### src/rtl/mem_port_arbiter.sv
// mem_port_arbiter
//   Shares one fixed-latency single-port memory between the instruction
//   fetch requester (IF) and the load/store requester (DM). One transaction
//   is in flight at a time. DM normally wins; after STARVE_LIMIT consecutive
//   DM wins while IF is waiting, IF is forced to win the next arbitration.
//
//   Ports
//     clk, reset                 clock (rising edge), async active-low reset
//     if_req_i/if_addr_i         fetch request (held until granted)
//     if_gnt_o                   fetch accepted (combinational, IDLE only)
//     if_rvalid_o/if_rdata_o     fetch response pulse / held fetch data
//     dm_req_i/dm_we_i/dm_addr_i/dm_wdata_i   load/store request
//     dm_gnt_o                   data request accepted (combinational)
//     dm_rvalid_o/dm_rdata_o     load response pulse / held load data
//     mem_req_o/mem_we_o/mem_addr_o/mem_wdata_o  one-cycle memory strobe
//     mem_rdata_i                memory read data
//     busy_o                     high whenever not IDLE
//
//   Optional build macro MEM_ARB_STATS_EN adds:
//     if_stall_cnt_o             cycles IF requested without a grant
//     dm_xact_cnt_o              number of DM grants
//   Both saturate at all-ones and clear on reset.

module mem_port_arbiter #(
    parameter int MEM_LATENCY  = 2,
    parameter int STARVE_LIMIT = 4,
    parameter int ADDR_W       = 32
) (
    input  logic              clk,
    input  logic              reset,
    input  logic              if_req_i,
    input  logic [ADDR_W-1:0] if_addr_i,
    output logic              if_gnt_o,
    output logic              if_rvalid_o,
    output logic [31:0]       if_rdata_o,
    input  logic              dm_req_i,
    input  logic              dm_we_i,
    input  logic [ADDR_W-1:0] dm_addr_i,
    input  logic [31:0]       dm_wdata_i,
    output logic              dm_gnt_o,
    output logic              dm_rvalid_o,
    output logic [31:0]       dm_rdata_o,
    output logic              mem_req_o,
    output logic              mem_we_o,
    output logic [ADDR_W-1:0] mem_addr_o,
    output logic [31:0]       mem_wdata_o,
    input  logic [31:0]       mem_rdata_i,
    output logic              busy_o
`ifdef MEM_ARB_STATS_EN
    ,
    output logic [31:0]       if_stall_cnt_o,
    output logic [31:0]       dm_xact_cnt_o
`endif
);

    typedef enum logic [1:0] {S_IDLE, S_ISSUE, S_WAIT, S_RESP} state_e;

    localparam logic [3:0] STARVE_MAX = 4'(STARVE_LIMIT);
    localparam logic [3:0] LAT_LOAD   = 4'(MEM_LATENCY - 1);

    state_e            state_q, state_d;
    logic              owner_q, owner_d;     // 1 = DM owns the transaction
    logic              we_q, we_d;
    logic [ADDR_W-1:0] addr_q, addr_d;
    logic [31:0]       wdata_q, wdata_d;
    logic [3:0]        lat_q, lat_d;
    logic [3:0]        starve_q, starve_d;
    logic [31:0]       if_rdata_q, if_rdata_d;
    logic [31:0]       dm_rdata_q, dm_rdata_d;

    logic idle, if_win, dm_win;

    assign idle   = (state_q == S_IDLE);
    assign if_win = if_req_i && (!dm_req_i || (starve_q == STARVE_MAX));
    assign dm_win = dm_req_i && !if_win;

    // Grants are combinational from the state register; gating with reset
    // keeps every output low for the whole time reset is asserted.
    assign if_gnt_o = idle && if_win && reset;
    assign dm_gnt_o = idle && dm_win && reset;

    always_ff @(posedge clk or negedge reset) begin
        if (!reset) begin
            state_q    <= S_IDLE;
            owner_q    <= 1'b0;
            we_q       <= 1'b0;
            addr_q     <= '0;
            wdata_q    <= '0;
            lat_q      <= '0;
            starve_q   <= '0;
            if_rdata_q <= '0;
            dm_rdata_q <= '0;
        end else begin
            state_q    <= state_d;
            owner_q    <= owner_d;
            we_q       <= we_d;
            addr_q     <= addr_d;
            wdata_q    <= wdata_d;
            lat_q      <= lat_d;
            starve_q   <= starve_d;
            if_rdata_q <= if_rdata_d;
            dm_rdata_q <= dm_rdata_d;
        end
    end

    always_comb begin
        state_d    = state_q;
        owner_d    = owner_q;
        we_d       = we_q;
        addr_d     = addr_q;
        wdata_d    = wdata_q;
        lat_d      = lat_q;
        starve_d   = starve_q;
        if_rdata_d = if_rdata_q;
        dm_rdata_d = dm_rdata_q;
        unique case (state_q)
            S_IDLE: begin
                if (if_gnt_o || dm_gnt_o) begin
                    owner_d = dm_win;
                    we_d    = dm_win && dm_we_i;
                    addr_d  = dm_win ? dm_addr_i : if_addr_i;
                    wdata_d = dm_win ? dm_wdata_i : 32'h0;
                    state_d = S_ISSUE;
                    if (if_gnt_o)
                        starve_d = '0;
                    else if (if_req_i && (starve_q != STARVE_MAX))
                        starve_d = starve_q + 4'd1;
                end
            end
            S_ISSUE: begin
                if (we_q) begin
                    state_d = S_IDLE;
                end else if (MEM_LATENCY == 1) begin
                    // Single-cycle memory: data is already valid this cycle.
                    if (owner_q) dm_rdata_d = mem_rdata_i;
                    else         if_rdata_d = mem_rdata_i;
                    state_d = S_RESP;
                end else begin
                    lat_d   = LAT_LOAD;
                    state_d = S_WAIT;
                end
            end
            S_WAIT: begin
                lat_d = lat_q - 4'd1;
                // Counter reaches zero on this edge: capture read data now so
                // the owner's rdata register shows it alongside rvalid.
                if (lat_q == 4'd1) begin
                    if (owner_q) dm_rdata_d = mem_rdata_i;
                    else         if_rdata_d = mem_rdata_i;
                    state_d = S_RESP;
                end
            end
            S_RESP: begin
                state_d = S_IDLE;
            end
            default: state_d = S_IDLE;
        endcase
    end

    assign mem_req_o   = (state_q == S_ISSUE);
    assign mem_we_o    = mem_req_o && we_q;
    assign mem_addr_o  = mem_req_o ? addr_q : '0;
    assign mem_wdata_o = mem_req_o ? wdata_q : 32'h0;

    assign if_rvalid_o = (state_q == S_RESP) && !owner_q;
    assign dm_rvalid_o = (state_q == S_RESP) && owner_q;
    assign if_rdata_o  = if_rdata_q;
    assign dm_rdata_o  = dm_rdata_q;
    assign busy_o      = !idle;

`ifdef MEM_ARB_STATS_EN
    logic [31:0] if_stall_q, dm_xact_q;

    always_ff @(posedge clk or negedge reset) begin
        if (!reset) begin
            if_stall_q <= '0;
            dm_xact_q  <= '0;
        end else begin
            if (if_req_i && !if_gnt_o && (if_stall_q != 32'hFFFF_FFFF))
                if_stall_q <= if_stall_q + 32'd1;
            if (dm_gnt_o && (dm_xact_q != 32'hFFFF_FFFF))
                dm_xact_q <= dm_xact_q + 32'd1;
        end
    end

    assign if_stall_cnt_o = if_stall_q;
    assign dm_xact_cnt_o  = dm_xact_q;
`endif

endmodule
### config.mk
export PLATFORM = sky130hd
export DESIGN_NAME = mem_port_arbiter
export DESIGN_NICKNAME = d
export VERILOG_FILES = /design/src/rtl/mem_port_arbiter.sv
export SDC_FILE = /design/constraint.sdc
export NUM_CORES = 1
export LEC_CHECK = 0
export ABC_AREA = 1
export BUFFER_PORTS_ARGS = -buffer_cell sky130_fd_sc_hd__clkbuf_2
export CAP_MARGIN = 20
export CORE_UTILIZATION = 45
export CTS_CLUSTER_DIAMETER = 120
export DETAILED_ROUTE_END_ITERATION = 7
export GPL_TIMING_DRIVEN = 0
export PLACE_DENSITY = 0.75
export RECOVER_POWER = 100
export SLEW_MARGIN = 20
export SYNTH_ARGS = -nofsm -noshare
export SYNTH_HDL_FRONTEND = slang
export SYNTH_SLANG_ARGS = --single-unit
### constraint.sdc
create_clock -name clk -period 2.4 [get_ports clk]
set_input_delay 0.12 -clock clk [delete_from_list [all_inputs] [get_ports clk]]
set_output_delay 0.12 -clock clk [all_outputs]
set_load 0.005 [all_outputs]
==> impl_metrics.csv, run 1 <==
group,metric,value,unit
clock_network,cts-root-buf,"clkbuf_16",
floorplanning,start_util,0.459,
placement,place_ws,0.352,ns
final_layout,layout_common_cells,"334 x nand2_1, 214 x clkbuf_2, 174 x inv_1, 140 x dfrtp_1",
setup_path,r2r_cells,9,
logic_synthesis,ys_top_cells_by_area,"dfrtp_1 53%, nand2_1 19%, inv_1 9.7%, o21ai_0 5.2%, nor2_1 3.8%",
final_layout,nFillCells,1284,
global_routing,grt_pass1_wl,29000,um
sta,timing.fmax,462,MHz
logic_synthesis,yosysWarnings,0,
global_routing,grt.overflow.total,0,
final_layout,final_common_cell,"nand2_1",
logic_synthesis,ys_seq_elements,140,
drt,drc_errors,0,
floorplanning,ios,268,
logic_synthesis,synth_cells,894,
power,switching_share,0.374,
setup_path,cp-endpoint,"dm_gnt_o",
power,ir_worst_vdd,0.000648,V
sta,post-route-period-util,0.902,
floorplanning,die_area,15300,um^2
power,p_per_area,1080,nW/um^2
sta,skew,0.00902,ns
sta,setup_ws,0.234,ns
sta,hold_viol_final,0,
setup_path,path_class,"reg2out",
setup_path,cp_data_required_time,2.28,ns
run_status,violations,"capacitance limit, slew limit",
final_layout,multiInputGateArea,2240,um^2
clock_network,cts.path.max_buffers,2,
setup_path,critPathLaunch,"starve_q[0]$_DFFE_PN0P_",
clock_network,tritoncts,"done",
placement,gp_congestion,0.794,
floorplanning,dieWidth,124,um
clock_network,insertion_delay,0.41,ns
final_layout,syn_to_final_growth,41.6,%
final_layout,finalNetCount,1389,
global_routing,globalRouteTotalUtil,0.246,
clock_network,cts_setup_buffers,0,
power,power.share.combinational,0.359,
placement,dpl.hpwl,12900,um
sta,max_slew_margin,-0.146,
floorplanning,rows,44,
power,p_seq_frac,0.402,
setup_path,crit_path_end_kind,"primary output",
floorplanning,dieHeight,124,um
sta,finalSetupViolCount,0,
clock_network,clkSlewWorstSetupHoldPaths,0.06,ns
final_layout,diodes,0,
logic_synthesis,synth_top_area_frac,0.527,
clock_network,cts_buffers,17,
placement,port_buffers,267,
logic_synthesis,synthesis.area,6650,um^2
power,switchingPower,0.00382,W
drt,first_pass_iters,5,
logic_synthesis,avgSynthCellArea,7.43,um^2
run,drv_cap,1,
logic_synthesis,seq_area_frac_synth,0.527,
setup_path,crit_fanout,10,
logic_synthesis,synthDistinctLibCells,27,
setup_path,startpoint_type,"flip-flop",
setup_path,timing.rr.end,"dm_rdata_o[23]$_DFFE_PN0P_",
final_layout,stdcell_count,1448,
drt,drt_wl_total,18600,um
min_path,hold_start,"dm_addr_i[24]",
drt,wl_per_cell,12.8,um
final_layout,seq_area,3500,um^2
setup_path,critPathArrivalTime,2.05,ns
setup_path,worstReg2RegStart,"lat_q[1]$_DFFE_PN0P_",
sta,worst_pin_slew,1.72,ns
global_routing,grt_max_degree,74,
clock_network,cts.sinks,140,
final_layout,drive_gt1_frac,0.224,
sta,min_period,2.17,ns
drt,ant_nets,0,
global_routing,grt_antenna_before_repair,0,
drt,via_per_inst,4.60,
clock_network,htreeDepth,4,
drt,route.vias.total,6663,
run_status,outcome,"finished with violations",
floorplanning,core_area,14500,um^2
logic_synthesis,syn-num-nets,1031,
sta,rsz0062_at_grt,"false",
logic_synthesis,synth_top_area_cell,"dfrtp_1",
power,leakage,5.45,nW
power,clock_power_share,0.238,
power,p_int,0.00640,W
setup_path,rrSetupSlack,0.63,ns
placement,placedCellCount,1346,
drt,drt-initial-drc-count,371,
sta,drv_slew,70,
power,finalPower,0.0102,W
min_path,hp-class,"in2reg",
global_routing,grt_pass1_vias,6228,
[registers in the layout (all words and copies together), names as in the netlist, named ones only]
| signal | cells |
|---|---|
| addr_q | 32 |
| dm_rdata_o | 32 |
| if_rdata_o | 32 |
| wdata_q | 32 |
| lat_q | 4 |
| starve_q | 4 |
| owner_q | 1 |
| state_q | 1 |
| we_q | 1 |
[synth_stat cells (all sizes together)]
library cell / count
clkinv: 1
clkbuf: 12
o211ai: 1
buf: 29
nor2: 71
o22ai: 3
nand2: 334
xnor2: 2
nand3: 37
inv: 179
dfrtp: 140
a21oi: 1
o21ai: 72
nor3: 3
ha: 4
xor2: 2
o21bai: 1
nand4: 2
[layer usage]
layer / part of all wire / GRT usage / vias to the layer above
met4: 0.016 / 0.0934 / 0
met3: 0.064 / 0.0655 / 32
met1: 0.43 / 0.299 / 3061
li1: - / - / 3340
met5: 0 / 0 / -
met2: 0.49 / 0.417 / 230
[power groups by stage]
stage               registers [W]  clock network [W]  logic, W
floorplan                 0.00408                  0   0.00207
global placement          0.00409                  0   0.00360
detailed placement        0.00412                  0   0.00371
CTS                       0.00411            0.00248   0.00383
global route              0.00425            0.00257   0.00423
finish                    0.00411            0.00243   0.00367
[worst min-delay path by stage]
stage | endpoint | slack, ns | cells past startpoint
CTS | addr_q[21]$_DFFE_PN0P_ | 0.002 | 5
detailed placement | dm_rdata_o[28]$_DFFE_PN0P_ | 0.16 | 1
global route | addr_q[30]$_DFFE_PN0P_ | 0.02 | 5
global placement | wdata_q[8]$_DFFE_PN0P_ | 0.32 | 3
finish | addr_q[24]$_DFFE_PN0P_ | 0.02 | 5
floorplan | async pin | -0.18 | 0
[cell type report]
cell class,count,area share
flip-flops and latches,140,0.372
multi-input cells,533,0.238
repair buffers,339,0.213
inverters,180,0.0718
clock buffers,20,0.0485
well taps,184,0.0245
plain buffers,41,0.0222
clock inverters,11,0.0101
[critical path, stage by stage, from the launching register on]
cell and delay, ns:
dfrtp_1 0.39, inv_1 0.07, ha_1 0.20, nand2_1 0.06, nor2_1 0.07, a21oi_4 0.23
nand2_1 0.14, inv_2 0.16, buf_4 0.19, clkbuf_2 0.12
[timing repair]
action                     in CTS  in global routing
resized for setup               0                  1
hold endpoints to repair      169                  0
hold buffers                   71                  0
setup endpoints to repair       0                  1
[logic make-up after synthesis]
logic type	count (synthesis)	synth area share
adders and majority gates	4	0.00753
buffers and inverters	221	0.133
xor gates and xnor gates	4	0.00527
AOI/OAI and AO/OA	78	0.0625
and+or+nand+nor	447	0.264
DFF	140	0.527
[metrics by stage]
step	TNS, ns	area [um^2]	hold slack (ns)	utilization
floorplan	0	6650	-0.176	-
global placement	-301.71	8210	0.316	0.567
detailed placement	0	8250	0.162	0.570
CTS	0	9530	0.00179	0.658
global route	0	9410	0.0205	0.650
finish	0	9410	0.0159	0.650
Power figures use the tool's default switching activity.
==> run 2: changes to the inputs <==
--- a/config.mk
+++ b/config.mk
@@ -12,7 +12,7 @@
 export CTS_CLUSTER_DIAMETER = 120
 export DETAILED_ROUTE_END_ITERATION = 7
 export GPL_TIMING_DRIVEN = 0
-export PLACE_DENSITY = 0.75
+export PLACE_DENSITY = 0.82
 export RECOVER_POWER = 100
 export SLEW_MARGIN = 20
 export SYNTH_ARGS = -nofsm -noshare
==> impl_metrics.csv, run 2 (same netlist as run 1, synthesis figures left out) <==
group,metric,value,unit
run_status,outcome,"complete, no violations",
global_routing,grt_most_used_layer,"met2",
min_path,hp-class,"in2reg",
drt,drt_wl_total,19300,um
run,drv_cap,0,
final_layout,syn_to_final_growth,41.8,%
drt,drc_errors,0,
power,p_seq_frac,0.394,
placement,dpl.hpwl,12900,um
setup_path,critPathLaunch,"starve_q[0]$_DFFE_PN0P_",
setup_path,path_delay_family,"buffers and inverters",
setup_path,path_class,"reg2reg",
sta,max_slew_margin,0.210,
setup_path,crit_path_end_kind,"flip-flop",
drt,wl_per_cell,13.3,um
global_routing,globalRouteTotalUtil,0.253,
drt,first_pass_iters,5,
drt,via_per_inst,4.70,
placement,place_ws,0.520,ns
final_layout,drive_gt1_frac,0.177,
drt,drt-initial-drc-count,387,
setup_path,slowest_stage,"dlygate4sd3_1",
sta,setup_ws,0.188,ns
global_routing,grt_pass1_wl,29500,um
setup_path,cp_num_buf_inv,3,
sta,rsz0062_at_grt,"false",
floorplanning,dieWidth,124,um
setup_path,crit_fanout,10,
sta,post-route-period-util,0.922,
floorplanning,start_util,0.459,
placement,placedCellCount,1346,
global_routing,grt.overflow.total,0,
global_routing,grt_antenna_before_repair,0,
floorplanning,dieHeight,124,um
sta,timing.fmax,452,MHz
power,p_per_area,1110,nW/um^2
setup_path,cp_data_required_time,2.70,ns
clock_network,cts_buffers,17,
final_layout,stdcell_count,1453,
setup_path,worstReg2RegStart,"starve_q[0]$_DFFE_PN0P_",
sta,worst_pin_slew,1.19,ns
final_layout,diodes,0,
floorplanning,core_area,14500,um^2
placement,gp_congestion,0.789,
clock_network,clkSlewWorstSetupHoldPaths,0.06,ns
sta,min_period,2.21,ns
clock_network,htreeDepth,4,
sta,finalSetupViolCount,0,
clock_network,tritoncts,"done",
setup_path,critPathArrivalTime,2.52,ns
power,clock_power_share,0.259,
clock_network,cts-root-buf,"clkbuf_16",
placement,port_buffers,267,
power,switchingPower,0.00387,W
floorplanning,die_area,15300,um^2
sta,tns,0,ns
power,switching_share,0.369,
global_routing,grt_pass1_vias,6515,
sta,drv_slew,0,
power,leakage,5.31,nW
sta,hold_viol_final,0,
drt,ant_nets,0,
setup_path,max_stage_delay,0.56,ns
power,power.share.combinational,0.347,
drt,route.vias.total,6823,
global_routing,use_met3,0.0761,
setup_path,startpoint_type,"flip-flop",
final_layout,layout_common_cells,"334 x nand2_1, 175 x clkbuf_2, 173 x inv_1, 140 x dfrtp_1, 125 x clkbuf_1",
power,p_int,0.00660,W
sta,skew,0.00632,ns
global_routing,use_met1,0.279,
final_layout,final_common_cell,"nand2_1",
final_layout,nFillCells,1260,
min_path,hold_start,"dm_addr_i[21]",
floorplanning,ios,268,
global_routing,gr-usage-met2,0.447,
clock_network,insertion_delay,0.42,ns
final_layout,finalNetCount,1395,
clock_network,cts.path.max_buffers,2,
clock_network,cts.sinks,140,
setup_path,path_cells,"inv_1 > ha_1 > nand3_1 > o21bai_2 > buf_2 > nand2_1 > nand3_1 > dlygate4sd3_1 > nand2_1",
power,ir_worst_vdd,0.000624,V
floorplanning,rows,44,
global_routing,grt_max_degree,87,
run 2: cell count changes in the layout (fill, tap and decap cells not counted), sizes merged, moves of 3 or more:
cell	delta
dlygate4sd3	+6
bufinv	+3
clkbuf	+20
buf	-21
run 2: repair_timing:
| item | CTS | global route |
|---|---|---|
| gates resized for setup | 0 | 2 |
| endpoints found under the setup margin | 0 | 2 |
| setup buffers | 0 | 1 |
| hold endpoints to repair | 160 | 0 |
| hold buffers | 76 | 0 |
run 2: final timing paths:
kind	end	slack, ns	cells past startpoint
worst max-delay path	addr_q[25]$_DFFE_PN0P_	0.19	9
worst min-delay path	addr_q[21]$_DFFE_PN0P_	0.009	5
worst max register to register	addr_q[25]$_DFFE_PN0P_	0.19	9
worst min register to register	addr_q[27]$_DFFE_PN0P_	0.47	2
max in group asynchronous	wdata_q[8]$_DFFE_PN0P_	0.60	3
min in group asynchronous	dm_rdata_o[27]$_DFFE_PN0P_	0.21	2
run 2: layout make-up:
class	count	area (um^2)	share of cell area
well taps	184	230	0.0244
multi-input cells	533	2240	0.237
repair buffers	345	2000	0.212
inverters	180	678	0.0720
clock buffers	19	433	0.0459
clock inverters	11	171	0.0182
plain buffers	41	173	0.0183
flip-flops and latches	140	3500	0.372
run 2: through the flow:
stage	power, W	cell area (um^2)	hold slack [ns]	utilization
final	0.0105	9420	0.00855	0.651
after global routing	0.0113	9420	0.0175	0.651
after CTS	0.0107	9610	0.000137	0.664
after detailed placement	0.00784	8250	0.115	0.570
after global placement	0.00767	8210	0.315	0.567
after floorplan	0.00616	6650	-0.176	-
run 2: layer usage:
layer / up-vias / part of all wire
li1: 3349 / -
met1: 3159 / 0.40
met2: 263 / 0.51
met3: 52 / 0.068
met4: 0 / 0.027
met5: - / 0
run 2: power by group through the flow:
stage / combinational [W] / sequential (W) / clock (W)
floorplan: 0.00207 / 0.00408 / 0
global placement: 0.00358 / 0.00409 / 0
detailed placement: 0.00371 / 0.00412 / 0
CTS: 0.00382 / 0.00412 / 0.00274
global route: 0.00417 / 0.00424 / 0.00286
finish: 0.00363 / 0.00412 / 0.00271
run 2: worst register-to-register path, cell delays in order, from the launching register on:
cell,delay [ns]
dfrtp_1,0.41
inv_1,0.09
ha_1,0.16
nand3_1,0.12
o21bai_2,0.27
buf_2,0.27
nand2_1,0.07
nand3_1,0.07
dlygate4sd3_1,0.56
nand2_1,0.06
==> run 3: changes to the inputs <==
--- a/config.mk
+++ b/config.mk
@@ -12,8 +12,10 @@
 export CTS_CLUSTER_DIAMETER = 120
 export DETAILED_ROUTE_END_ITERATION = 7
 export GPL_TIMING_DRIVEN = 0
+export HOLD_SLACK_MARGIN = 0.15
 export PLACE_DENSITY = 0.82
 export RECOVER_POWER = 100
+export SKIP_CTS_REPAIR_TIMING = 1
 export SLEW_MARGIN = 20
 export SYNTH_ARGS = -nofsm -noshare
 export SYNTH_HDL_FRONTEND = slang
==> impl_metrics.csv, run 3 (same netlist as run 1, synthesis figures left out) <==
group,metric,value,unit
clock_network,cts.path.max_buffers,2,
final_layout,final_common_cell,"nand2_1",
floorplanning,start_util,0.459,
global_routing,globalRouteTotalUtil,0.227,
clock_network,cts.sinks,140,
drt,first_pass_iters,5,
setup_path,cp_data_required_time,2.71,ns
setup_path,path_class,"reg2reg",
clock_network,tritoncts,"done",
floorplanning,core_area,14500,um^2
sta,max_slew_margin,0.204,
setup_path,startpoint_type,"flip-flop",
run_status,outcome,"complete, no violations",
placement,dpl.hpwl,12900,um
final_layout,stdcell_count,1508,
final_layout,finalNetCount,1449,
global_routing,grt_max_degree,87,
floorplanning,dieWidth,124,um
floorplanning,rows,44,
sta,skew,0.00824,ns
placement,gp_congestion,0.789,
clock_network,cts_buffers,17,
final_layout,final_cell_area,9990,um^2
global_routing,grt_antenna_before_repair,1,
sta,worst_pin_slew,1.19,ns
sta,hold_viol_final,0,
drt,drt_wl_total,22000,um
drt,wl_per_cell,14.6,um
setup_path,crit_fanout,10,
global_routing,grt_pass1_vias,5794,
clock_network,insertion_delay,0.42,ns
final_layout,drive_gt1_frac,0.177,
placement,port_buffers,267,
floorplanning,dieHeight,124,um
floorplanning,ios,268,
drt,ant_nets,0,
placement,dpl_cell_area,8250,um^2
floorplanning,die_area,15300,um^2
power,leakage,5.50,nW
clock_network,clkSlewWorstSetupHoldPaths,0.06,ns
global_routing,grt.overflow.total,0,
sta,drv_slew,0,
drt,drt-initial-drc-count,482,
sta,hold_ws,0.142,ns
run,drv_cap,0,
drt,via_per_inst,4.87,
clock_network,cts-root-buf,"clkbuf_16",
drt,route.vias.total,7340,
sta,min_period,2.29,ns
global_routing,grt_pass1_wl,26600,um
sta,post-route-period-util,0.953,
final_layout,layout_common_cells,"334 x nand2_1, 178 x clkbuf_2, 173 x inv_1, 140 x dfrtp_1, 131 x dlygate4sd3_1",
final_layout,syn_to_final_growth,50.3,%
power,ir_worst_vdd,0.000613,V
clock_network,htreeDepth,4,
power,p_per_area,1080,nW/um^2
min_path,hp-class,"in2reg",
sta,timing.fmax,437,MHz
setup_path,critPathArrivalTime,2.59,ns
setup_path,crit_path_end_kind,"flip-flop",
drt,drc_errors,0,
sta,finalSetupViolCount,0,
placement,placedCellCount,1346,
-- run 3: cell count changes in the layout (fill, tap and decap cells not counted), sizes merged --
cell	before	now
buf	10	18
clkbuf	319	310
diode	0	1
dlygate4sd3	76	131
-- run 3: cell type report --
class | count | area (um^2)
Multi-Input combinational cell | 533 | 2240
Inverter | 180 | 678
Sequential cell | 140 | 3500
Antenna cell | 1 | 2.50
Clock buffer | 19 | 433
Timing Repair Buffer | 399 | 2550
Fill cell | 1141 | 4490
Buffer | 41 | 185
Tap cell | 184 | 230
Clock inverter | 11 | 171
-- run 3: worst paths after layout --
path | startpoint | to | slack [ns] | cells after the start
worst max-delay path | starve_q[0]$_DFFE_PN0P_ | addr_q[8]$_DFFE_PN0P_ | 0.11 | 9
worst min-delay path | dm_req_i | starve_q[2]$_DFFE_PN0P_ | 0.14 | 3
worst max register to register | starve_q[0]$_DFFE_PN0P_ | addr_q[8]$_DFFE_PN0P_ | 0.11 | 9
worst min register to register | wdata_q[19]$_DFFE_PN0P_ | wdata_q[19]$_DFFE_PN0P_ | 0.48 | 2
max in group asynchronous | reset | wdata_q[4]$_DFFE_PN0P_ | 0.60 | 3
min in group asynchronous | reset | dm_rdata_o[27]$_DFFE_PN0P_ | 0.21 | 2
-- run 3: per-layer routing --
layer / global-route usage / vias up / part of all wire
met5: 0 / - / 0
met3: 0.0770 / 77 / 0.077
li1: - / 3465 / -
met4: 0.0828 / 0 / 0.039
met1: 0.267 / 3432 / 0.38
met2: 0.386 / 366 / 0.51
-- run 3: worst max-delay path: stages, from the launching register on --
cell and delay [ns]:
dfrtp_1 0.41, inv_1 0.10, ha_1 0.16, nand3_1 0.12, o21bai_2 0.27, buf_2 0.31, nand2_1 0.09, nand3_1 0.08
dlygate4sd3_1 0.57, nand2_1 0.06
-- run 3: through the flow --
step	setup slack, ns	TNS [ns]	util	power, W
6_report	0.114	0	0.690	0.0108
5_1_grt	-0.0425	-0.151	0.690	0.0115
4_1_cts	0.0657	0	0.611	0.0106
3_5_place_dp	0.520	0	0.570	0.00784
3_3_place_gp	-1.95	-301.87	0.567	0.00767
2_1_floorplan	0.982	0	-	0.00616
-- run 3: report_power, final --
| part | switching, W | internal, W | leakage, nW |
|---|---|---|---|
| Clock | 0.000992 | 0.00173 | 0.289 |
| Combinational | 0.00237 | 0.00154 | 3.49 |
| Sequential | 0.000669 | 0.00349 | 1.72 |
| Total | 0.00403 | 0.00676 | 5.50 |
